<file path="config.mk">
export PLATFORM = sky130hd
export DESIGN_NAME = conv_stream_padder
export DESIGN_NICKNAME = d
export VERILOG_FILES = /design/src/rtl/conv_stream_padder.sv
export SDC_FILE = /design/constraint.sdc
export NUM_CORES = 1
export LEC_CHECK = 0
export BUFFER_PORTS_ARGS = -buffer_cell sky130_fd_sc_hd__buf_2
export CAP_MARGIN = 20
export CELL_PAD_IN_SITES_DETAIL_PLACEMENT = 0
export CELL_PAD_IN_SITES_GLOBAL_PLACEMENT = 1
export CORE_MARGIN = 4
export CORE_UTILIZATION = 40
export CTS_BUF_LIST = sky130_fd_sc_hd__clkbuf_2
export DETAILED_ROUTE_END_ITERATION = 10
export PLACE_DENSITY_LB_ADDON = 0.1
export SLEW_MARGIN = 20
export SYNTH_ARGS = -nofsm -noshare
export SYNTH_HDL_FRONTEND = slang
export SYNTH_SLANG_ARGS = --single-unit
</file>
<file path="constraint.sdc">
create_clock -name clk -period 6.6 [get_ports clk]
set_input_delay 1.32 -clock clk [delete_from_list [all_inputs] [get_ports clk]]
set_output_delay 1.32 -clock clk [all_outputs]
set_load 0.02 [all_outputs]
</file>
<file path="src/rtl/conv_stream_padder.sv">
// conv_stream_padder
//   Re-packs the channel-major 8-bit result stream of a conv/ReLU layer into a
//   zero-padded frame in the next layer's input buffer. Each stream sample is
//   written to its interior position of the padded frame. With the border path
//   enabled, a scan pointer also fills every border position with PAD_VALUE.
//   The host then does not have to reload data between chained layers.
//
//   Build option: define CONV_STREAM_PADDER_BORDER_EN to include the border scan.
//   Without it, only stream writes are issued and the border is expected to be
//   preloaded by the host.
//
// Ports
//   clk, rstn   clock, asynchronous active-low reset
//   start       one-cycle pulse that arms a frame (honoured only while idle)
//   in_data     stream byte
//   in_valid    stream qualifier (no backpressure)
//   out_data    buffer write data
//   out_we      buffer write enable
//   out_addr    buffer write address (padded-frame linear index)
//   busy        high while a frame is in progress
//   done        one-cycle pulse at frame completion
//   err         sticky; a sample arrived while idle or after the frame was full
module conv_stream_padder #(
  parameter int unsigned CHANNELS   = 128,
  parameter int unsigned OUT_WIDTH  = 28,
  parameter int unsigned OUT_HEIGHT = 28,
  parameter int unsigned PAD        = 1,
  parameter logic [7:0]  PAD_VALUE  = 8'd0,
  localparam int unsigned PW = OUT_WIDTH + 2 * PAD,
  localparam int unsigned PH = OUT_HEIGHT + 2 * PAD,
  localparam int unsigned AW = $clog2(CHANNELS * PH * PW)
) (
  input  logic          clk,
  input  logic          rstn,
  input  logic          start,
  input  logic [7:0]    in_data,
  input  logic          in_valid,
  output logic [7:0]    out_data,
  output logic          out_we,
  output logic [AW-1:0] out_addr,
  output logic          busy,
  output logic          done,
  output logic          err
);

  localparam int unsigned N    = CHANNELS * OUT_HEIGHT * OUT_WIDTH;
  localparam int unsigned ChW  = (CHANNELS > 1) ? $clog2(CHANNELS) : 1;
  localparam int unsigned RowW = (OUT_HEIGHT > 1) ? $clog2(OUT_HEIGHT) : 1;
  localparam int unsigned ColW = (OUT_WIDTH > 1) ? $clog2(OUT_WIDTH) : 1;
  localparam int unsigned CntW = $clog2(N + 1);

  localparam logic [CntW-1:0] NCnt    = CntW'(N);
  localparam logic [RowW-1:0] RowLast = RowW'(OUT_HEIGHT - 1);
  localparam logic [ColW-1:0] ColLast = ColW'(OUT_WIDTH - 1);
  localparam logic [AW-1:0]   PlaneA  = AW'(PH * PW);
  localparam logic [AW-1:0]   PwA     = AW'(PW);
  localparam logic [AW-1:0]   PadA    = AW'(PAD);

  localparam logic [1:0] StIdle = 2'd0;
  localparam logic [1:0] StRun  = 2'd1;
  localparam logic [1:0] StDone = 2'd2;

  logic [1:0]      state_q, state_d;
  logic [CntW-1:0] cnt_q;
  logic [ChW-1:0]  ch_q;
  logic [RowW-1:0] row_q;
  logic [ColW-1:0] col_q;
  logic [7:0]      out_data_q;
  logic            out_we_q;
  logic [AW-1:0]   out_addr_q;
  logic            err_q;

  logic            frame_start;
  logic            accept;
  logic [AW-1:0]   stream_addr;
  logic            scan_done;
  logic            scan_wr;
  logic [AW-1:0]   scan_addr;

  assign frame_start = (state_q == StIdle) && start;
  // Samples are only taken while running and the frame is not yet full.
  assign accept      = in_valid && (state_q == StRun) && (cnt_q != NCnt);

  assign stream_addr = AW'(ch_q) * PlaneA + (AW'(row_q) + PadA) * PwA + AW'(col_q) + PadA;

  always_comb begin
    state_d = state_q;
    case (state_q)
      StIdle:  if (start) state_d = StRun;
      StRun:   if ((cnt_q == NCnt) && scan_done) state_d = StDone;
      StDone:  state_d = StIdle;
      default: state_d = StIdle;
    endcase
  end

`ifdef CONV_STREAM_PADDER_BORDER_EN
  localparam int unsigned SrW = $clog2(PH);
  localparam int unsigned ScW = $clog2(PW);

  localparam logic [SrW-1:0] PadR    = SrW'(PAD);
  localparam logic [SrW-1:0] PadREnd = SrW'(PAD + OUT_HEIGHT);
  localparam logic [SrW-1:0] ScRLast = SrW'(PH - 1);
  localparam logic [ScW-1:0] PadC    = ScW'(PAD);
  localparam logic [ScW-1:0] PadCEnd = ScW'(PAD + OUT_WIDTH);
  localparam logic [ScW-1:0] ScCLast = ScW'(PW - 1);
  localparam logic [AW-1:0]  PosLast = AW'(CHANNELS * PH * PW - 1);

  logic [AW-1:0]  scan_ptr_q;
  logic [SrW-1:0] scan_r_q;
  logic [ScW-1:0] scan_c_q;
  logic           scan_done_q;
  logic           scan_step;
  logic           scan_border;

  // The stream owns the write port; the scan only moves on cycles it leaves free.
  assign scan_step   = (state_q == StRun) && !accept && !scan_done_q;
  assign scan_border = (scan_r_q < PadR) || (scan_r_q >= PadREnd) ||
                       (scan_c_q < PadC) || (scan_c_q >= PadCEnd);
  assign scan_wr     = scan_step && scan_border;
  assign scan_addr   = scan_ptr_q;
  assign scan_done   = scan_done_q;

  always_ff @(posedge clk or negedge rstn) begin
    if (!rstn) begin
      scan_ptr_q  <= '0;
      scan_r_q    <= '0;
      scan_c_q    <= '0;
      scan_done_q <= 1'b0;
    end else if (frame_start) begin
      scan_ptr_q  <= '0;
      scan_r_q    <= '0;
      scan_c_q    <= '0;
      scan_done_q <= 1'b0;
    end else if (scan_step) begin
      // Pointer parks on the last position; the flag marks completion so the
      // pointer never needs to hold CHANNELS*PH*PW.
      if (scan_ptr_q == PosLast) begin
        scan_done_q <= 1'b1;
      end else begin
        scan_ptr_q <= scan_ptr_q + 1'b1;
      end
      if (scan_c_q == ScCLast) begin
        scan_c_q <= '0;
        scan_r_q <= (scan_r_q == ScRLast) ? '0 : scan_r_q + 1'b1;
      end else begin
        scan_c_q <= scan_c_q + 1'b1;
      end
    end
  end
`else
  assign scan_done = 1'b1;
  assign scan_wr   = 1'b0;
  assign scan_addr = '0;
`endif

  always_ff @(posedge clk or negedge rstn) begin
    if (!rstn) begin
      state_q    <= StIdle;
      cnt_q      <= '0;
      ch_q       <= '0;
      row_q      <= '0;
      col_q      <= '0;
      out_data_q <= '0;
      out_we_q   <= 1'b0;
      out_addr_q <= '0;
      err_q      <= 1'b0;
    end else begin
      state_q  <= state_d;
      err_q    <= err_q | (in_valid & ~accept);
      out_we_q <= accept | scan_wr;
      if (accept) begin
        out_addr_q <= stream_addr;
        out_data_q <= in_data;
      end else if (scan_wr) begin
        out_addr_q <= scan_addr;
        out_data_q <= PAD_VALUE;
      end
      if (frame_start) begin
        cnt_q <= '0;
        ch_q  <= '0;
        row_q <= '0;
        col_q <= '0;
      end else if (accept) begin
        cnt_q <= cnt_q + 1'b1;
        if (col_q == ColLast) begin
          col_q <= '0;
          if (row_q == RowLast) begin
            row_q <= '0;
            ch_q  <= ch_q + 1'b1;
          end else begin
            row_q <= row_q + 1'b1;
          end
        end else begin
          col_q <= col_q + 1'b1;
        end
      end
    end
  end

  assign out_data = out_data_q;
  assign out_we   = out_we_q;
  assign out_addr = out_addr_q;
  assign busy     = (state_q == StRun);
  assign done     = (state_q == StDone);
  assign err      = err_q;

endmodule

</file>
---- Word level (Yosys, flattened, before mapping) ----
Index checks and enable logic that the tools add are counted.
word-level totals
  register bits ........................... 63
  input port bits ......................... 12
  output and inout bits ................... 29
operators by class
  add/sub/neg operators ................... 8
  multiply operators ...................... 2
  equality and inequality tests ........... 8
  mux-type cells .......................... 16
  bitwise operators ....................... 3
  reduce and logical (&&, ||, !) cells .... 10
operators with widths
  cell                                                 number
  two-way mux 5 bit                                    7
  adder 17 x 1 -> 17 bit, second input constant        2
  two-way mux 17 bit                                   2
  two-way mux 7 bit                                    4
  adder 17 x 11 -> 17 bit                              1
  adder 17 x 5 -> 17 bit                               1
  equality test 17 bit, second input constant          1
  != test 17 bit, second input constant                1
  multiplier 7 x 8 -> 15 bit, second input constant    1
  adder 5 x 1 -> 5 bit, second input constant          2
  equality test 5 bit, second input constant           2
  multiplier 6 x 4 -> 10 bit, second input constant    1
  adder 7 x 1 -> 7 bit, second input constant          1
  adder 5 x 1 -> 6 bit, second input constant          1
  nonzero test 2 bit                                   3
  two-way mux 2 bit                                    2
  one-hot mux 2 bit (2 select lines)                   1
  AND reduction 2 bit                                  2
  logical AND 1 bit                                    3
  AND reduction 3 bit                                  1
  equality test 2 x 1 -> 1 bit, second input constant  1
  equality test 2 bit, second input constant           1
  logical NOT 2 bit                                    1
  != test 2 x 1 -> 1 bit, second input constant        1
  4 further kinds                                      4

---- Logic depth before layout (Yosys ltp) ----
  depth after elaboration ................. 6
  depth in mapped cells ................... 23
  gate-level depth less buffers ........... 23

---- Worst setup path after synthesis ----
OpenSTA, ideal clock, no wires.
  path type ............................... register -> register
  start point ............................. register row_q[0]
  end point ............................... register out_addr_q[16], in the netlist out_addr[16]
  data arrival time ....................... 4.924 ns
  required time ........................... 6.476 ns
  slack ................................... 1.552 ns
  stages on the path, launching flop included .. 20
  path buffers ............................ 0
  clock period less this slack ............ 5.048 ns
  cell sequence ........................... dfrtp_1 inv_1 ha_1 xnor2_1 xor2_1 fa_1 ha_1 a21o_1 a21oi_1 o21bai_1 a21oi_1 xnor2_1 ha_1 ha_1 clkinv_2 a2111oi_4 o21ai_2 a2111o_1 o211a_1 o31a_1
between the ends
  word-level cells in the longest chain between the ends .. 5
RTL lines
  item                        RTL line  RTL
  start, declared             66        logic [RowW-1:0] row_q;
  start signal, assigned      191       row_q <= row_q + 1'b1;
  adder 5 x 1 -> 6 bit        84        assign stream_addr = AW'(ch_q) * PlaneA + (AW'(row_q) + PadA) * PwA + AW'(col_q) + PadA;
  multiplier 6 x 4 -> 10 bit  84
  adder 17 x 11 -> 17 bit     84
  adder 17 x 5 -> 17 bit      84
  adder 17 x 1 -> 17 bit      84
  end signal, assigned        172       out_addr_q <= stream_addr;
  end signal, assigned        175       out_addr_q <= scan_addr;
  end, declared               70        logic [AW-1:0] out_addr_q;
No other way between the ends.
A chain may end at the register's enable or synchronous reset.

---- Final worst setup path ----
Same ends and word-level chain as after synthesis.

==> results by group <==
Status
  • Status: finished, final reports clean

Setup path
  • Worst Setup Start Kind: flop
  • Worst Path Max Fanout: 8
  • CP Class: reg2reg
  • CP required: 7.05 ns
  • Arrival time of the worst setup path: 5.97 ns
  • CP endpoint kind: flop

Global route
  • Largest net degree at the start of global routing: 64
  • GRT Overall Usage: 16.1%
  • Initial antenna violation count: 1
  • Vias in the first global route: 3868
  • First-pass GRT wire length: around 19 mm
  • GRT overflow: 0

Power
  • Leak: 0.00287 uW
  • Max VDD drop: 0.000161 V
  • PwrDens: 255 mW/mm^2

Die
  • Num rows: 40
  • Die H: 119 um
  • Die width: ~120 um
  • Initial Util: 40.9%
  • IO Count: 41
  • DIE AREA: 0.0142 mm^2
  • Core footprint: roughly 0.012 mm^2

Route
  • Via count: 3809
  • Detailed Route WL: around 11 mm
  • DRC viols: 0
  • Pre-antenna DRT Iters: 4
  • Routed WL per cell: 14.0 um
  • Avg Vias per Cell: 5.05
  • Routed Antenna Nets: 0
  • DRT iter0 DRCs: about 170

Timing
  • Rel. slew slack: between 40 and 50%
  • Setup violators final: 0
  • Unrepaired setup endpoints after global routing: false
  • Period utilisation layout: 83.8%
  • Setup TNS: 0 ns
  • Actual slew at the worst max-slew pin: 0.823 ns
  • Final hold viol count: 0
  • Fmax: 181 MHz
  • Final period demand of the worst path: roughly 5.5 ns
  • Clock skew: 0.0364 ns
  • Max Slew Vio Count: 0

Synthesis
  • Mapped Cells: between 500 and 600
  • Number of synthesized flops with an enable pin: 0
  • Cell area after synthesis: 0.00493 mm^2
  • Synthesized net count: 633
  • Async SR Flop Fraction: 100%
  • Sequential area share after synthesis: 32.0%
  • Yosys reg bits: 63
  • Mean post-synth cell area: 9.18 um^2
  • Unique masters post-synth: 65
  • Synth Warn #: 0
  • Top FF cell, synth: dfrtp_1

Place
  • GPL Wtd Cong: a little over 0.8
  • Detail Placement HPWL: 7.84 mm
  • Port Buffer Count: 40
  • Placed Area: 0.00531 mm^2

CTS
  • Register clock-pin slew on the reported worst setup and hold paths: 0.21 ns
  • Clock sink count: between 60 and 70
  • Setup Fix Bufs, Post-CTS: 0
  • CTS tree: done
  • Clk_lat worst skew: 0.54 ns
  • Post-CTS Hold Buffers: 0
  • Num CTS Buffers: 9
  • CTS HTree Levels: 3
  • Clock Tree Buf Depth: 2
  • Resize count post-CTS: 0
  • CTS Root Buffer Type: clkbuf_2

Cells and area
  • Area grow syn2layout: 10.0%
  • Nets: between 600 and 700
  • Ratio of cells with drive above 1 in the final layout: 12.8%
  • Final Instance Area: 0.00542 mm^2

Worst hold path
  • Worst hold path type: reg2reg

Run
  • Max-cap violation count: 0
## critical path, cell delays in order, from the launching register on
cell and delay [ns]:
dfrtp_1 0.53, inv_1 0.13, ha_1 0.37, xnor2_1 0.36, xor2_1 0.25, fa_1 0.49, ha_1 0.29, a21o_1 0.17
a21oi_1 0.21, o21bai_1 0.09, a21oi_1 0.22, xnor2_1 0.15, ha_1 0.25, ha_1 0.40, clkinv_2 0.10, a2111oi_4 0.39
o21ai_2 0.12, a2111o_1 0.43, o211a_1 0.24, o31a_1 0.23
## final cells by class
class	count	area [um^2]
inverter	52	196
sequential	63	1580
tap	168	210
antenna	1	2.50
multi-input combinational	411	3100
clock inverter	6	61.3
clock buffer	10	50.0
timing repair buffer	43	223
fill	1229	6640
## power by group
group	internal (uW)	switching [uW]	leakage, uW
logic	256	392	0.00199
clock network	86.5	158	0.0000616
registers	444	49.0	0.000814
## path summary, 6_finish.rpt
path	slack, ns	start	cells after the start	endpoint
max in group asynchronous	5.12	rstn	2	ch_q[0]$_DFFE_PN0P_
worst min register to register	0.49	out_data[1]$_DFFE_PN0P_	2	out_data[1]$_DFFE_PN0P_
worst max register to register	1.07	row_q[0]$_DFFE_PN0P_	19	out_addr[16]$_DFFE_PN0P_
min in group asynchronous	0.93	rstn	2	row_q[3]$_DFFE_PN0P_
worst max-delay path	1.07	row_q[0]$_DFFE_PN0P_	19	out_addr[16]$_DFFE_PN0P_
worst min-delay path	0.49	out_data[1]$_DFFE_PN0P_	2	out_data[1]$_DFFE_PN0P_
## cell families after synthesis
group | after synthesis | synth area share (%)
AOI/OAI and AO/OA | 101 | 13.5
xor gates and xnor gates | 42 | 7.46
adders and majority gates | 85 | 23.5
buffers and inverters | 63 | 5.05
DFF | 63 | 32.0
muxes | 4 | 0.838
and+or+nand+nor | 179 | 17.7
## placed cells by master, fill, tap and decap left out, types with 2 or more instances in the layout
master	instances
xor2_1	18
nand3_1	18
buf_2	40
nor4b_1	5
clkinvlp_4	3
a211oi_1	3
and3_1	5
a21o_1	9
o21ai_0	23
clkbuf_2	10
clkinv_2	2
or2_2	2
a211o_1	2
and2_1	2
nor2b_1	3
o211a_1	2
o21bai_1	4
and4_1	2
a31oi_1	4
nor3_1	9
buf_4	3
o21ai_1	7
nor2_1	32
nand4_1	6
nand2_1	72
dfrtp_1	63
nand4b_1	2
nor4_1	2
o211ai_1	3
inv_1	50
mux2i_1	3
o21a_1	2
ha_1	71
xnor2_1	24
fa_1	13
a21oi_1	28
or3_1	8
## synthesized netlist by cell type, types with 4 or more instances
cell type  instances  share of area (%)
xor2_1            18                3.2
ha_1              71                 18
clkbuf_1           6               0.46
and3_1             5               0.63
nor2_1            32                2.4
nor3_1             9               0.91
nor4b_1            5               0.89
o21ai_1            7               0.71
a31oi_1            4               0.51
o21bai_1           4               0.61
inv_1             50                3.8
dfrtp_1           63                 32
xnor2_1           24                4.3
nand3_1           18                1.8
or3_1              8                1.0
nand2_1           72                5.5
a21oi_1           28                2.8
o21ai_0           23                2.3
fa_1              13                5.3
a21o_1             9                1.4
nand4_1            6               0.76
## state kept, by name (all words and copies together), names as in the netlist
register,count
cnt_q,17
out_addr,17
out_data,8
ch_q,7
col_q,5
row_q,5
state_q,2
err,1
out_we,1
## metrics by stage
stage | std cells | power [uW] | util [%] | setup WS (ns) | hold WS (ns)
after CTS | 753 | 1410 | 44.9 | 1.05 | 0.494
after global routing | 754 | 1520 | 45.0 | 0.700 | 0.514
final | 754 | 1380 | 45.0 | 1.07 | 0.489
after detailed placement | 737 | 1150 | 44.0 | 1.12 | 0.448
after global placement | 737 | 1150 | 44.0 | 1.26 | 0.435
after floorplan | 537 | 976 | - | 1.55 | 0.487
## layer usage
metal / vias up / share of wire (%) / track usage (%)
met4: 0 / 1.6 / 6.08
li1: 1937 / - / -
met1: 1809 / 50 / 22.4
met3: 12 / 3.9 / 2.80
met2: 51 / 45 / 25.1
met5: - / 0 / 0
(Power assumes the default switching activity.)
